===== src/rtl/apb_pkg.sv =====
// apb_pkg: APB phase encoding shared by the master arbiter and the UART slave bridge.
package apb_pkg;
    typedef enum logic [1:0] {
        APB_IDLE   = 2'd0,
        APB_SETUP  = 2'd1,
        APB_ACCESS = 2'd2
    } apb_state_e;
endpackage


===== src/rtl/apb_master_arb_rr_arb2.sv =====
// rr_arb2: combinational two-way round-robin picker; on a tie the requester not served last wins.
module rr_arb2 (
    input  logic [1:0] eligible,
    input  logic       last_grant,
    output logic       gnt_valid,
    output logic       gnt_id
);
    assign gnt_valid = |eligible;
    assign gnt_id    = (&eligible) ? ~last_grant : eligible[1];
endmodule


===== src/rtl/apb_master_arb.sv =====
// apb_master_arb: shares one APB bus between two requesters, sequencing SETUP/ACCESS
// with round-robin arbitration, per-requester responses and a stall timeout.
module apb_master_arb
    import apb_pkg::*;
#(
    parameter int ADDR_WIDTH     = 32,
    parameter int DATA_WIDTH     = 32,
    parameter int TIMEOUT_CYCLES = 16
) (
    input  logic                  PCLK,
    input  logic                  PRESETn,
    input  logic                  r0_valid,
    input  logic                  r0_write,
    input  logic [ADDR_WIDTH-1:0] r0_addr,
    input  logic [DATA_WIDTH-1:0] r0_wdata,
    output logic                  r0_done,
    output logic [DATA_WIDTH-1:0] r0_rdata,
    output logic                  r0_err,
    input  logic                  r1_valid,
    input  logic                  r1_write,
    input  logic [ADDR_WIDTH-1:0] r1_addr,
    input  logic [DATA_WIDTH-1:0] r1_wdata,
    output logic                  r1_done,
    output logic [DATA_WIDTH-1:0] r1_rdata,
    output logic                  r1_err,
    output logic                  PSEL,
    output logic                  PENABLE,
    output logic                  PWRITE,
    output logic [ADDR_WIDTH-1:0] PADDR,
    output logic [DATA_WIDTH-1:0] PWDATA,
    input  logic [DATA_WIDTH-1:0] PRDATA,
    input  logic                  PREADY,
    input  logic                  PSLVERR,
    output logic                  grant,
    output logic                  busy
);
    localparam int CW = (TIMEOUT_CYCLES > 0) ? $clog2(TIMEOUT_CYCLES + 1) : 1;

    apb_state_e            state_q, state_d;
    logic                  psel_q, psel_d, penable_q, penable_d, pwrite_q, pwrite_d;
    logic [ADDR_WIDTH-1:0] paddr_q, paddr_d;
    logic [DATA_WIDTH-1:0] pwdata_q, pwdata_d;
    logic                  grant_q, grant_d, busy_q, busy_d, last_grant_q, last_grant_d;
    logic                  r0_done_q, r0_done_d, r1_done_q, r1_done_d;
    logic                  r0_err_q, r0_err_d, r1_err_q, r1_err_d;
    logic [DATA_WIDTH-1:0] r0_rdata_q, r0_rdata_d, r1_rdata_q, r1_rdata_d;
    logic [CW-1:0]         cnt_q, cnt_d;
    logic                  gnt_valid, gnt_id, timeout, fin_err;
    logic [DATA_WIDTH-1:0] fin_rdata;

    // A requester is masked in its own done cycle so it cannot be re-granted on a stale valid.
    rr_arb2 u_arb (
        .eligible  ({r1_valid & ~r1_done_q, r0_valid & ~r0_done_q}),
        .last_grant(last_grant_q),
        .gnt_valid (gnt_valid),
        .gnt_id    (gnt_id)
    );

    assign timeout = (TIMEOUT_CYCLES > 0) && (cnt_q == CW'(TIMEOUT_CYCLES - 1));

    always_comb begin
        state_d      = state_q;
        psel_d       = psel_q;
        penable_d    = penable_q;
        pwrite_d     = pwrite_q;
        paddr_d      = paddr_q;
        pwdata_d     = pwdata_q;
        grant_d      = grant_q;
        busy_d       = busy_q;
        last_grant_d = last_grant_q;
        r0_done_d    = 1'b0;
        r1_done_d    = 1'b0;
        r0_err_d     = r0_err_q;
        r1_err_d     = r1_err_q;
        r0_rdata_d   = r0_rdata_q;
        r1_rdata_d   = r1_rdata_q;
        cnt_d        = cnt_q;
        fin_err      = PREADY ? PSLVERR : 1'b1;
        fin_rdata    = PREADY ? PRDATA : '0;
        case (state_q)
            APB_IDLE: if (gnt_valid) begin
                grant_d   = gnt_id;
                pwrite_d  = gnt_id ? r1_write : r0_write;
                paddr_d   = gnt_id ? r1_addr : r0_addr;
                pwdata_d  = gnt_id ? r1_wdata : r0_wdata;
                psel_d    = 1'b1;
                penable_d = 1'b0;
                busy_d    = 1'b1;
                state_d   = APB_SETUP;
            end
            APB_SETUP: begin
                penable_d = 1'b1;
                cnt_d     = '0;
                state_d   = APB_ACCESS;
            end
            APB_ACCESS: if (PREADY || timeout) begin
                psel_d       = 1'b0;
                penable_d    = 1'b0;
                busy_d       = 1'b0;
                last_grant_d = grant_q;
                state_d      = APB_IDLE;
                r0_done_d    = ~grant_q;
                r1_done_d    = grant_q;
                r0_err_d     = grant_q ? r0_err_q : fin_err;
                r1_err_d     = grant_q ? fin_err : r1_err_q;
                r0_rdata_d   = (grant_q || pwrite_q) ? r0_rdata_q : fin_rdata;
                r1_rdata_d   = (!grant_q || pwrite_q) ? r1_rdata_q : fin_rdata;
            end else begin
                cnt_d = (&cnt_q) ? cnt_q : cnt_q + CW'(1);
            end
            default: state_d = APB_IDLE;
        endcase
    end

    always_ff @(posedge PCLK or negedge PRESETn) begin
        if (!PRESETn) begin
            state_q      <= APB_IDLE;
            psel_q       <= 1'b0;
            penable_q    <= 1'b0;
            pwrite_q     <= 1'b0;
            paddr_q      <= '0;
            pwdata_q     <= '0;
            grant_q      <= 1'b0;
            busy_q       <= 1'b0;
            last_grant_q <= 1'b1;
            r0_done_q    <= 1'b0;
            r1_done_q    <= 1'b0;
            r0_err_q     <= 1'b0;
            r1_err_q     <= 1'b0;
            r0_rdata_q   <= '0;
            r1_rdata_q   <= '0;
            cnt_q        <= '0;
        end else begin
            state_q      <= state_d;
            psel_q       <= psel_d;
            penable_q    <= penable_d;
            pwrite_q     <= pwrite_d;
            paddr_q      <= paddr_d;
            pwdata_q     <= pwdata_d;
            grant_q      <= grant_d;
            busy_q       <= busy_d;
            last_grant_q <= last_grant_d;
            r0_done_q    <= r0_done_d;
            r1_done_q    <= r1_done_d;
            r0_err_q     <= r0_err_d;
            r1_err_q     <= r1_err_d;
            r0_rdata_q   <= r0_rdata_d;
            r1_rdata_q   <= r1_rdata_d;
            cnt_q        <= cnt_d;
        end
    end

    assign PSEL     = psel_q;
    assign PENABLE  = penable_q;
    assign PWRITE   = pwrite_q;
    assign PADDR    = paddr_q;
    assign PWDATA   = pwdata_q;
    assign grant    = grant_q;
    assign busy     = busy_q;
    assign r0_done  = r0_done_q;
    assign r1_done  = r1_done_q;
    assign r0_err   = r0_err_q;
    assign r1_err   = r1_err_q;
    assign r0_rdata = r0_rdata_q;
    assign r1_rdata = r1_rdata_q;
endmodule

===== config.mk =====
export PLATFORM = sky130hd
export DESIGN_NAME = apb_master_arb
export DESIGN_NICKNAME = d
export VERILOG_FILES = /design/src/rtl/apb_pkg.sv /design/src/rtl/apb_master_arb_rr_arb2.sv /design/src/rtl/apb_master_arb.sv
export SDC_FILE = /design/constraint.sdc
export NUM_CORES = 1
export LEC_CHECK = 0
export CORE_UTILIZATION = 30
export DETAILED_ROUTE_END_ITERATION = 12
export DONT_BUFFER_PORTS = 1
export PLACE_DENSITY_LB_ADDON = 0.05
export SKIP_LAST_GASP = 1
export SLEW_MARGIN = 5
export SYNTH_ARGS = -nofsm -noshare
export SYNTH_HDL_FRONTEND = slang
export SYNTH_SLANG_ARGS = --single-unit

===== constraint.sdc =====
create_clock -name PCLK -period 2.21 [get_ports PCLK]
set_clock_uncertainty 0.1 [all_clocks]
set_input_delay 0.1105 -clock PCLK [delete_from_list [all_inputs] [get_ports PCLK]]
set_output_delay 0.1105 -clock PCLK [all_outputs]
set_load 0.03 [all_outputs]

; Yosys cells after proc, flatten, opt, wreduce, memory -nomap -nowiden
; Index checks and enable logic that the tools add are counted.
[op_classes]
add_sub_neg = 1
mul = 0
div = 0
magnitude_cmp = 0
eq_ne = 7
n_shift = 0
muxes = 21
n_bitwise = 8
n_reduce_logical = 21
[ops]
columns = operator, n
row1 = 32-bit two-way mux, 3
row2 = 3-bit AND reduction, 7
row3 = 1-bit two-way mux, 10
row4 = 5-bit two-way mux, 2
row5 = 5-bit one-hot mux with 2 select lines, 1
row6 = "2-bit != test, second input constant", 4
row7 = 2-bit AND reduction, 4
row8 = 1-bit inverter, 6
row9 = 2-bit one-hot mux with 3 select lines, 1
row10 = "5-bit by 1-bit adder with 5-bit output, second input constant", 1
row11 = "5-bit by 4-bit equality test with 1-bit output, second input constant", 1
row12 = 5-bit AND reduction, 1
row13 = 2-bit two-way mux, 2
row14 = 2-bit nonzero test, 2
row15 = 1-bit logical OR, 3
row16 = 1-bit one-hot mux with 3 select lines, 1
row17 = 3-bit nonzero test, 1
row18 = 1-bit bitwise AND, 2
row19 = "2-bit by 1-bit equality test with 1-bit output, second input constant", 1
row20 = "2-bit equality test, second input constant", 1
row21 = 2-bit logical NOT, 1
row22 = 1-bit one-hot mux with 2 select lines, 1
row23 = 2-bit OR reduction, 1
row24 = 1-bit logical NOT, 1
[word_totals]
reg_bits = 144
latch_bits = 0
mem_bits_rw = 0
romBits = 0
inputBits = 168
output_inout_bits = 137
elab_cells = 73
memories = 0

; Logic depth before layout (Yosys ltp)
; Gate-level depths: netlist of run 1.
[depth]
depth_word = 5
mapped_depth = 9
depth_no_buf = 7

; By module
; From an unflattened synthesis of run 1, not the netlist that was laid out.
[unflattened]
cells_unflattened = 538
hier_area_um2 = 6426.2
[by_module_without_submodules]
columns = mod, instances, cells_each, area_per_inst_um2, seq_area_each_um2
row1 = apb_master_arb, 1, 536, 6412.4, 3604.7
row2 = rr_arb2, 1, 2, 13.8, 0.0

; Worst setup path before layout of run 1
; Ideal clock, no wire load.
[synth_timing]
path_type = register to register
from = register cnt_q[0]
to = register r0_rdata_q[2], in the netlist r0_rdata[2]
t_arrival_ns = 1.796
required_ns = 1.988
path_slack_ns = 0.192
stages_incl_launch_ff = 10
n_path_buf = 2
synth_period_minus_slack_ns = 2.018
path_cell_list = dfrtp_1 ha_1 and3_1 ha_1 o21ai_1 or3_1 buf_4 buf_2 nand2_1 o21ai_1
[synth_via]
elab_chain_len = 3
[synth_lines]
columns = element, line_no
row1 = from (decl), apb_master_arb.sv:47  ; logic [CW-1:0] cnt_q, cnt_d;
row2 = from (signal assigned), apb_master_arb.sv:149  ; cnt_q <= cnt_d;
row3 = 5-bit by 4-bit equality test with 1-bit output, apb_master_arb.sv:59  ; assign timeout = (TIMEOUT_CYCLES > 0) && (cnt_q == CW'(TIMEOUT_CYCLES - 1));
row4 = 1-bit logical OR, apb_master_arb.sv:96  ; APB_ACCESS: if (PREADY || timeout) begin
row5 = 3-bit AND reduction (no line), -
row6 = to (signal assigned), apb_master_arb.sv:147  ; r0_rdata_q <= r0_rdata_d;
row7 = to (decl), apb_master_arb.sv:46  ; logic [DATA_WIDTH-1:0] r0_rdata_q, r0_rdata_d, r1_rdata_q, r1_rdata_d;
; No other way between the ends.
; A chain may end at the register's enable or synchronous reset.

; Worst setup path after layout of run 1
[layout_timing]
from = register cnt_q[1]
to = register r1_rdata_q[20], in the netlist r1_rdata[20]
[layout_via]
elab_chain_len = 3
[layout_lines]
columns = element, line_no
row1 = 5-bit by 4-bit equality test with 1-bit output, apb_master_arb.sv:59
row2 = 1-bit logical OR, apb_master_arb.sv:96
row3 = 3-bit AND reduction (no line), -
row4 = to (signal assigned), apb_master_arb.sv:148  ; r1_rdata_q <= r1_rdata_d;
row5 = to (decl), apb_master_arb.sv:46
; No other way between the ends.

==> impl_metrics.toml, run 1 <==
[clock_network]
clock_tree_from_tritoncts = "yes"
cts_inserted_buffers = 17
clk_path_buf_depth = 2
htreeDepth = 4
clk_latency_ps = 410
clk_pin_slew_ps = 60
hold_buffer_count_at_cts = 183
clock-sinks = 144
cts_post_setup_buffers_inserted = 0
clock_tree.root_cell = "sky130_fd_sc_hd__clkbuf_16"

[flow_run]
max-cap-violations = 0

[global_routing]
grt_antenna_before_repair = 0
grt_start_max_net_pins = 145
grt.overflow.total = 0
grt_usage = 0.175
wire_length_of_the_first_global_routing_pass_microns = 29200
first_global_vias = 5453

[setup_path]
worst-path-max-fanout = 20
worstPathRequired_ps = 2440
path_class = "reg -> reg"
arrival_ps = 2290
timing.critical_path.to_type = "register"
worst_setup_path_start_kind = "register"

[floorplanning]
num_io_pins = 305
chipHeight_microns = 145
initial_core_util = 0.311
placement_rows = 51
die_span_x_microns = 145
fp.coreArea_sq_mm = 0.0198
dieArea_sq_mm = 0.0211

[finish]
area_of_the_multi_input_gates_sq_mm = 0.00226
post_route_cells_drive_above_1_share = 0.0670
antenna_cells_inserted = 0
register_cell_area_after_layout_sq_mm = 0.00360
final_net_count = 1029
cell_area_after_layout_sq_mm = 0.00889
syn2layout_area_growth_pct = 44.7
num-fill-cells = 1893

[detailed_routing]
route.antenna.remaining_nets = 0
avgRoutedWirePerCell_microns = 16.3
totalWireLength_microns = 18500
detailedRoute.firstIterationViolations = 212
routed_via_density = 4.80
remaining_drc_errors = 0
vias = 5431
drt_pass1_iterations = 4

[synthesis]
asyncSetResetFlopFracSynth = 1.00
post-synth-top-area-cell = "sky130_fd_sc_hd__dfrtp_1"
synthesis.area_per_instance_sq_um = 8.98
post_synthesis_cell_count = 684
synth_top_flop_cell = "sky130_fd_sc_hd__dfrtp_1"
post_synth_main_area_contributors = "sky130_fd_sc_hd__dfrtp_1 (58%), sky130_fd_sc_hd__nand2_1 (15%), sky130_fd_sc_hd__a31oi_1 (6.6%)"
synth_most_common_cell = "sky130_fd_sc_hd__nand2_1"
mappedNetlistArea_sq_mm = 0.00614
sequential_to_total_area_share_from_yosys_stat = 0.587
synth.ff_latch_count = 144
synth_commonest_cells = "sky130_fd_sc_hd__nand2_1 (240), sky130_fd_sc_hd__dfrtp_1 (143), sky130_fd_sc_hd__nor2_1 (70)"
syn_nets = 859
edff_count_synth = 0
yosysUniqueCellTypes = 36
netlist.area_leader.share = 0.582
yosysWarningCount = 0

[place]
place.gp.congestion = 0.789
buffer_ports.inserted = 0
dp.final_hpwl_microns = 11700
placedInstanceArea_sq_mm = 0.00645

[sta]
rsz0062_at_grt = "no"
timing.final.max_slew_violations = 0
hold_viol_final = 144
fin_hold_ws_ps = -709
setup_violation_total_in_the_final_timing_report = 0
max_clock_freq_mhz = 485
min_period_over_period = 0.933
layout_min_cycle_time_ps = 2060
slew-limit-headroom = 0.604
finalSetupTns_ps = 0
max_slew.worst_pin.slew_ps = 594

[power_and_ir_drop]
max-vdd-ir-drop_v = 0.000561
design_power_total_mw = 12.6
p_per_area_mw_per_mm2 = 1420
power.leakage_nw = 3.86

[outcome]
status = "finished with violations"
failing_checks = "hold timing"

[hold_path]
min_path_type = "in -> async"
==> final cells by class <==
| type | count | share of cell area |
|---|---|---|
| clock buffers | 18 | 0.0483 |
| well taps | 265 | 0.0373 |
| inverters | 7 | 0.00295 |
| flip-flops and latches | 144 | 0.405 |
| multi-input cells | 484 | 0.254 |
| repair buffers | 200 | 0.236 |
| clock inverters | 13 | 0.0159 |
==> path summary, 6_finish.rpt <==
path	endpoint	depth (start not counted)	slack, ps	startpoint
max in group asynchronous	last_grant_q	0	2510	PRESETn
max	r1_rdata[20]	8	150	cnt_q[1]
min	r0_rdata[28]	0	-710	PRESETn
max reg2reg	r1_rdata[20]	8	150	cnt_q[1]
min reg2reg	last_grant_q	2	360	last_grant_q
min in group PCLK	PENABLE	4	70	r0_valid
==> metrics by stage <==
| step | worst slack [ps] | utilization | std cells |
|---|---|---|---|
| final | 148 | 0.450 | 1131 |
| after global routing | 17.9 | 0.450 | 1131 |
| after CTS | 19.8 | 0.448 | 1130 |
| after detailed placement | 25.1 | 0.326 | 916 |
| after global placement | 112 | 0.326 | 916 |
| after floorplan | 192 | - | 684 |
==> flip-flops by register name (all words and copies together) (netlist names) <==
signal        cells
PENABLE           1
grant             1
r0_done           1
PWRITE            1
busy              1
PWDATA           32
state_q           2
r1_rdata         32
PADDR            32
r0_err            1
r1_done           1
last_grant_q      1
r0_rdata         32
cnt_q             5
r1_err            1
==> worst max-delay path, cell delays in order, from the launching register on <==
cell and delay, ps:
sky130_fd_sc_hd__dfrtp_1 400, sky130_fd_sc_hd__ha_1 210, sky130_fd_sc_hd__and3_1 210, sky130_fd_sc_hd__ha_2 210, sky130_fd_sc_hd__o211ai_1 280, sky130_fd_sc_hd__or2_4 240, sky130_fd_sc_hd__buf_12 160, sky130_fd_sc_hd__nand2_1 70
sky130_fd_sc_hd__o21ai_1 110
==> cells in the final DEF (no fill, tap or decap), types with 2 or more instances in the layout <==
| master | Yosys | final |
|---|---|---|
| sky130_fd_sc_hd__a21oi_1 | 2 | 2 |
| sky130_fd_sc_hd__clkinvlp_4 | 0 | 3 |
| sky130_fd_sc_hd__ha_1 | 7 | 6 |
| sky130_fd_sc_hd__clkinv_4 | 0 | 4 |
| sky130_fd_sc_hd__bufinv_16 | 0 | 2 |
| sky130_fd_sc_hd__o21ai_1 | 47 | 47 |
| sky130_fd_sc_hd__buf_12 | 0 | 10 |
| sky130_fd_sc_hd__a31oi_1 | 65 | 65 |
| sky130_fd_sc_hd__clkinv_2 | 0 | 3 |
| sky130_fd_sc_hd__clkbuf_16 | 0 | 18 |
| sky130_fd_sc_hd__o21ai_0 | 23 | 23 |
| sky130_fd_sc_hd__or3_1 | 3 | 2 |
| sky130_fd_sc_hd__nand2_1 | 240 | 239 |
| sky130_fd_sc_hd__nor2_1 | 70 | 70 |
| sky130_fd_sc_hd__inv_1 | 7 | 7 |
| sky130_fd_sc_hd__buf_4 | 8 | 7 |
| sky130_fd_sc_hd__o32a_1 | 2 | 2 |
| sky130_fd_sc_hd__nand4_1 | 2 | 2 |
| sky130_fd_sc_hd__dlygate4sd3_1 | 0 | 182 |
| sky130_fd_sc_hd__dfrtp_1 | 143 | 143 |
| sky130_fd_sc_hd__nand3_1 | 4 | 4 |
| sky130_fd_sc_hd__a22o_1 | 2 | 2 |
==> report_power, final <==
part | leakage, nW | switching (mW) | internal, mW | total, mW
logic | 1.82 | 1.55 | 1.26 | 2.81
registers | 1.77 | 3.24 | 3.79 | 7.03
clock network | 0.272 | 1.12 | 1.66 | 2.78
total | 3.86 | 5.91 | 6.71 | 12.6
==> routing by layer <==
metal,routed length [microns],track usage,part of all wire,up-vias
li1,-,-,-,2616
met1,7630,0.205,0.41,2564
met2,8990,0.298,0.49,223
met3,1400,0.0528,0.076,28
met4,453,0.0705,0.025,0
met5,0,0,0,-
==> kinds of logic after synthesis <==
group | share of synthesized area
compound gates | 0.141
buf+inv | 0.0491
simple gates | 0.207
flops | 0.587
fa+ha+maj | 0.0143
mux | 0.00183
==> timing repair <==
item,in CTS,in global routing
resized for setup,0,3
hold endpoints to repair,287,144
endpoints found under the setup margin,0,65
Note: power is estimated with default switching activity, not from simulation.
==> run 2: changes to the inputs <==
Settings changed: CORE_MARGIN set to 2.
Clock period 2.21 ns to 2 ns, I/O delays scaled along.
==> run 2 against run 1 <==
The flow now stops in clock tree synthesis (4_1_cts). Synthesized cell count is the same. Area after synthesis is the same.
==> impl_metrics.toml, run 2 <==
[clock_network]
clock_tree.root_cell = "sky130_fd_sc_hd__clkbuf_16"
htreeDepth = 4
postCtsResizedCells = 3
cts_inserted_buffers = 17
clock-sinks = 144
cts_post_setup_buffers_inserted = 0
hold_buffer_count_at_cts = 194
clk_path_buf_depth = 2

[synthesis]
synthesis.area_per_instance_sq_um = 8.98
mappedNetlistArea_sq_mm = 0.00614
post_synthesis_cell_count = 684
yosysUniqueCellTypes = 36
asyncSetResetFlopFracSynth = 1.00
yosysWarningCount = 0
synth_top_flop_cell = "sky130_fd_sc_hd__dfrtp_1"
post-synth-top-area-cell = "sky130_fd_sc_hd__dfrtp_1"
synth.ff_latch_count = 144
sequential_to_total_area_share_from_yosys_stat = 0.587
synth_most_common_cell = "sky130_fd_sc_hd__nand2_1"
post_synth_main_area_contributors = "sky130_fd_sc_hd__dfrtp_1 (58%), sky130_fd_sc_hd__nand2_1 (15%), sky130_fd_sc_hd__a31oi_1 (6.6%)"
edff_count_synth = 0
syn_nets = 859
netlist.area_leader.share = 0.582
synth_commonest_cells = "sky130_fd_sc_hd__nand2_1 (240), sky130_fd_sc_hd__dfrtp_1 (143), sky130_fd_sc_hd__nor2_1 (70)"

[outcome]
haltStage = "clock tree synthesis (4_1_cts)"
run.stop_error = "[ERROR RSZ-0060] Max buffer count reached."
status = "aborted with a tool error"

[floorplanning]
placement_rows = 52
initial_core_util = 0.305
chipHeight_microns = 147
num_io_pins = 305
die_span_x_microns = 147

[place]
number_of_placed_cells_counting_well_taps = 931
place.gp.congestion = 0.747
buffer_ports.inserted = 0
dp.final_hpwl_microns = 12200
## run 2: cell families after synthesis
group	Yosys count	share of synthesized area
adder cells (fa/ha/maj)	7	0.0143
AND/OR/NAND/NOR	327	0.207
AO/OA/AOI/OAI	149	0.141
flip-flops	144	0.587
multiplexers	1	0.00183
buffers and inverters	56	0.0491
## run 2: metrics by stage
stage	worst slack (ps)	cell area, sq um	util	hold slack (ps)	TNS (ps)
3_5_place_dp	-72.6	6500	0.323	-292	-1930
3_3_place_gp	-27.7	6500	0.323	-292	-386
2_1_floorplan	0.380	6150	-	-296	0
==> run 3: changes to the inputs <==
Settings changed: CORE_UTILIZATION 30 to 20, PLACE_DENSITY_LB_ADDON 0.05 to 0.15.
==> run 3 against run 2 <==
The flow now finishes, with violations (hold timing).
==> impl_metrics.toml, run 3 (same netlist as run 1, synthesis figures left out) <==
[outcome]
status = "finished with violations"
failing_checks = "hold timing"

[detailed_routing]
drt_pass1_iterations = 4
avgRoutedWirePerCell_microns = 17.4
route.antenna.remaining_nets = 0
vias = 5561
detailedRoute.firstIterationViolations = 208
totalWireLength_microns = 22400
routed_via_density = 4.33
remaining_drc_errors = 0

[sta]
finalSetupTns_ps = 0
max_slew.worst_pin.slew_ps = 589
layout_min_cycle_time_ps = 2000
timing.final.max_slew_violations = 0
min_period_over_period = 0.998
max_clock_freq_mhz = 501
setup_violation_total_in_the_final_timing_report = 0
slew-limit-headroom = 0.607
setup_slack_ps = 3.62
fin_hold_ws_ps = -727
rsz0062_at_grt = "yes"
hold_viol_final = 144

[finish]
syn2layout_area_growth_pct = 54.0
final_net_count = 1049
final_cell_mix = "sky130_fd_sc_hd__nand2_1 (223), sky130_fd_sc_hd__dlygate4sd3_1 (183), sky130_fd_sc_hd__dfrtp_1 (143)"
num-fill-cells = 3174
fin_cells = 1284
post_route_cells_drive_above_1_share = 0.117
mostFrequentLayoutCell = "sky130_fd_sc_hd__nand2_1"
cell_area_after_layout_sq_mm = 0.00946

[floorplanning]
dieArea_sq_mm = 0.0321
num_io_pins = 305
chipHeight_microns = 179
placement_rows = 64
die_span_x_microns = 179
initial_core_util = 0.202
fp.coreArea_sq_mm = 0.0304

[clock_network]
hold_buffer_count_at_cts = 184
clk_path_buf_depth = 2
clock-sinks = 144
clk_latency_ps = 430
clock_tree_from_tritoncts = "yes"
clk_pin_slew_ps = 60
htreeDepth = 4
cts_inserted_buffers = 17
clock_tree.root_cell = "sky130_fd_sc_hd__clkbuf_16"

[setup_path]
critical_path.reg2reg.startpoint = "cnt_q[1]"
r2r_setup_slack_ps = 4
arrival_ps = 2210
crit-reg2reg-capture = "r0_rdata[26]"
path_class = "reg -> reg"
timing.critical_path.to_type = "register"
worstPathRequired_ps = 2210
worst_setup_path_startpoint = "cnt_q[1]"
reg2reg_depth = 8
worst-path-max-fanout = 16
worst_setup_path_start_kind = "register"

[place]
dp.final_hpwl_microns = 14000
placedInstanceArea_sq_mm = 0.00669
number_of_placed_cells_counting_well_taps = 1060
place.gp.congestion = 0.711
buffer_ports.inserted = 0
dpl_worst_slack_ps = -85.8

[global_routing]
grt_antenna_before_repair = 2
first_global_vias = 5694
grt_usage = 0.136
grt.overflow.total = 0
wire_length_of_the_first_global_routing_pass_microns = 32600
grt_start_max_net_pins = 145

[flow_run]
max-cap-violations = 0

[power_and_ir_drop]
max-vdd-ir-drop_v = 0.000709
p_per_area_mw_per_mm2 = 1550
power.leakage_nw = 4.03

[hold_path]
min_path_type = "in -> async"
run 3: what timing repair did:
item | CTS | global route
hold endpoints to repair | 287 | 144
cloned | 1 | 3
resized for setup | 4 | 42
endpoints found under the setup margin | 33 | 65
pin swaps | 0 | 10
buffers inserted | 0 | 3
run 3: area by class of cell:
cell class | instances | area (sq um) | area share
multi-input combinational | 484 | 2430 | 0.257
inverter | 7 | 26.3 | 0.00278
tap | 396 | 495 | 0.0524
timing repair buffer | 220 | 2280 | 0.241
sequential | 144 | 3600 | 0.381
clock inverter | 9 | 156 | 0.0165
clock buffer | 22 | 464 | 0.0491
antenna | 2 | 5.00 | 0.000529
run 3: worst max-delay path, stage by stage, from the launching register on:
cell	delay [ps]
sky130_fd_sc_hd__dfrtp_1	360
sky130_fd_sc_hd__ha_2	180
sky130_fd_sc_hd__and3_4	200
sky130_fd_sc_hd__ha_4	180
sky130_fd_sc_hd__o21ai_4	70
sky130_fd_sc_hd__or3_4	440
sky130_fd_sc_hd__clkbuf_16	230
sky130_fd_sc_hd__nand2_1	70
sky130_fd_sc_hd__o21ai_1	60
run 3: power breakdown:
group	total [mW]	internal (mW)	switching [mW]
clock network	3.45	2.15	1.29
logic	3.41	1.54	1.87
registers	7.84	4.18	3.66
total	14.7	7.88	6.82
run 3: how the worst max path moves through the flow:
| stage | slack [ps] | cells past startpoint | endpoint |
|---|---|---|---|
| after floorplan | 0.4 | 9 | r0_rdata[2] |
| after global placement | -50 | 8 | r0_rdata[4] |
| after detailed placement | -90 | 8 | r0_rdata[15] |
| after CTS | 20 | 6 | cnt_q[3] |
| after global routing | -80 | 8 | r0_rdata[28] |
| final | 4 | 8 | r0_rdata[26] |
run 3: layer usage:
metal	track usage	vias up	routed length [microns]	share of wire
li1	-	2656	-	-
met1	0.159	2632	9140	0.41
met2	0.228	243	10900	0.49
met3	0.0454	28	1910	0.085
met4	0.0534	2	460	0.021
met5	0	-	16	0.00071
run 3: per-stage QoR:
step	utilization	power (mW)
finish	0.311	14.7
global route	0.311	15.6
CTS	0.302	14.7
detailed placement	0.220	10.8
global placement	0.220	10.8
floorplan	-	9.64
==> run 4: changes to the inputs <==
Settings changed: CORE_ASPECT_RATIO set to 0.8.
==> run 4 against run 3 <==
The run ends with hold timing, setup timing left. Sequential power about the same. Via count down 0.41%. Final cell count about the same. Largest cell class unchanged. Routed wire length fell by 2.5%. Register-to-register slack is essentially flat.
==> impl_metrics.toml, run 4 (same netlist as run 1, synthesis figures left out) <==
[outcome]
status = "finished with violations"
failing_checks = "hold timing, setup timing"

[hold_path]
min_path_type = "in -> async"

[setup_path]
worst-path-buf-inv = 1
timing.critical_path.cells = "ha_2 > and3_4 > ha_4 > o21ai_2 > or3_4 > clkbuf_16 > nand2_1 > o21ai_1"
timing.critical_path.to_type = "register"
worstPathRequired_ps = 2210
worst_setup_path_start_kind = "register"
arrival_ps = 2220
path_class = "reg -> reg"
worst_path_largest_cell_delay_ps = 440
worst_path_max_delay_cell = "sky130_fd_sc_hd__or3_4"
worst-path-max-fanout = 16
critical-path-top-delay-family = "simple AND/OR/NAND/NOR gates"

[clock_network]
htreeDepth = 4
cts_inserted_buffers = 17
hold_buffer_count_at_cts = 176
clk_pin_slew_ps = 70
clock_tree.root_cell = "sky130_fd_sc_hd__clkbuf_16"
clk_latency_ps = 420
clock-sinks = 144
clock_tree_from_tritoncts = "yes"
clk_path_buf_depth = 2

[global_routing]
grt_antenna_before_repair = 2
grt.overflow.total = 0
grt_usage = 0.133
wire_length_of_the_first_global_routing_pass_microns = 32600
first_global_vias = 5724
grt_start_max_net_pins = 145

[detailed_routing]
remaining_drc_errors = 0
detailedRoute.firstIterationViolations = 226
avgRoutedWirePerCell_microns = 17.0
drt_pass1_iterations = 5
routed_via_density = 4.31
vias = 5538
totalWireLength_microns = 21800
route.antenna.remaining_nets = 0

[sta]
slew-limit-headroom = 0.593
layout_min_cycle_time_ps = 2000
rsz0062_at_grt = "yes"
max_clock_freq_mhz = 499
min_period_over_period = 1.00
hold_viol_final = 144
fin_hold_ws_ps = -737
max_slew.worst_pin.slew_ps = 611
setup_violation_total_in_the_final_timing_report = 3
setup_slack_ps = -4.26
timing.final.max_slew_violations = 0

[floorplanning]
initial_core_util = 0.203
chipHeight_microns = 161
num_io_pins = 305
dieArea_sq_mm = 0.0322
placement_rows = 57
die_span_x_microns = 200
fp.coreArea_sq_mm = 0.0303

[power_and_ir_drop]
p_per_area_mw_per_mm2 = 1580
power.leakage_nw = 3.97
max-vdd-ir-drop_v = 0.000556
design_power_total_mw = 14.7

[finish]
post_route_cells_drive_above_1_share = 0.109
post-route-util = 0.307
final_cell_mix = "sky130_fd_sc_hd__nand2_1 (223), sky130_fd_sc_hd__dlygate4sd3_1 (175), sky130_fd_sc_hd__dfrtp_1 (143)"
cell_area_after_layout_sq_mm = 0.00931
syn2layout_area_growth_pct = 51.5
mostFrequentLayoutCell = "sky130_fd_sc_hd__nand2_1"
final_net_count = 1033

[place]
placedInstanceArea_sq_mm = 0.00663
buffer_ports.inserted = 0
dpl_worst_slack_ps = -119
dp.final_hpwl_microns = 13100
place.gp.congestion = 0.701

[flow_run]
max-cap-violations = 0
==> run 4: cell count changes in the layout (fill, tap and decap cells not counted), sizes merged <==
cell / change
buf: -8
clkinvlp: -1
diode: -1
clkbuf: -2
dlygate4sd3: -8
inv: +1
clkinv: +3
==> run 4: final timing paths <==
kind / start / to / slack (ps) / depth (start not counted)
max: cnt_q[0] / r0_rdata[24] / -4 / 8
min: PRESETn / r0_rdata[26] / -740 / 0
max reg2reg: cnt_q[0] / r0_rdata[24] / -4 / 8
min reg2reg: last_grant_q / last_grant_q / 380 / 2
max in group asynchronous: PRESETn / last_grant_q / 2310 / 0
min in group PCLK: r0_valid / PENABLE / 40 / 4
==> run 4: per-layer routing <==
layer,vias up,global-route usage,wire length [microns],share of wire
li1,2636,-,-,-
met1,2638,0.161,9270,0.42
met2,250,0.219,10200,0.47
met3,14,0.0491,2140,0.098
met4,0,0.0424,226,0.010
met5,-,0,0,0
==> run 4: cell type report <==
class	count	area (sq um)
antenna	1	2.50
clock buffer	20	467
clock inverter	12	180
fill	3132	21000
inverter	7	26.3
multi-input combinational	484	2380
sequential	144	3600
tap	413	517
timing repair buffer	204	2130
==> run 4: worst register-to-register path: stages, from the launching register on <==
cell and delay (ps):
sky130_fd_sc_hd__dfrtp_1 350, sky130_fd_sc_hd__ha_2 180, sky130_fd_sc_hd__and3_4 210, sky130_fd_sc_hd__ha_4 160, sky130_fd_sc_hd__o21ai_2 70, sky130_fd_sc_hd__or3_4 440
sky130_fd_sc_hd__clkbuf_16 240, sky130_fd_sc_hd__nand2_1 80, sky130_fd_sc_hd__o21ai_1 60
==> run 4: repair_timing <==
item | in CTS | in global routing
pin swaps | 0 | 6
buffers inserted | 0 | 2
resized for setup | 4 | 31
hold endpoints to repair | 287 | 144
setup endpoints to repair | 44 | 66
cloned | 1 | 4
==> run 4: stage by stage <==
step | instances | TNS (ps)
finish | 1285 | -10.6
global placement | 1069 | -1080
detailed placement | 1069 | -3270
floorplan | 684 | 0
CTS | 1278 | 0
global route | 1285 | -1760
==> run 4: report_power, final <==
group	leakage, nW	internal (mW)	total, mW	switching (mW)
Combinational	1.89	1.45	3.28	1.83
Sequential	1.77	4.18	7.82	3.63
Clock	0.313	2.20	3.58	1.38
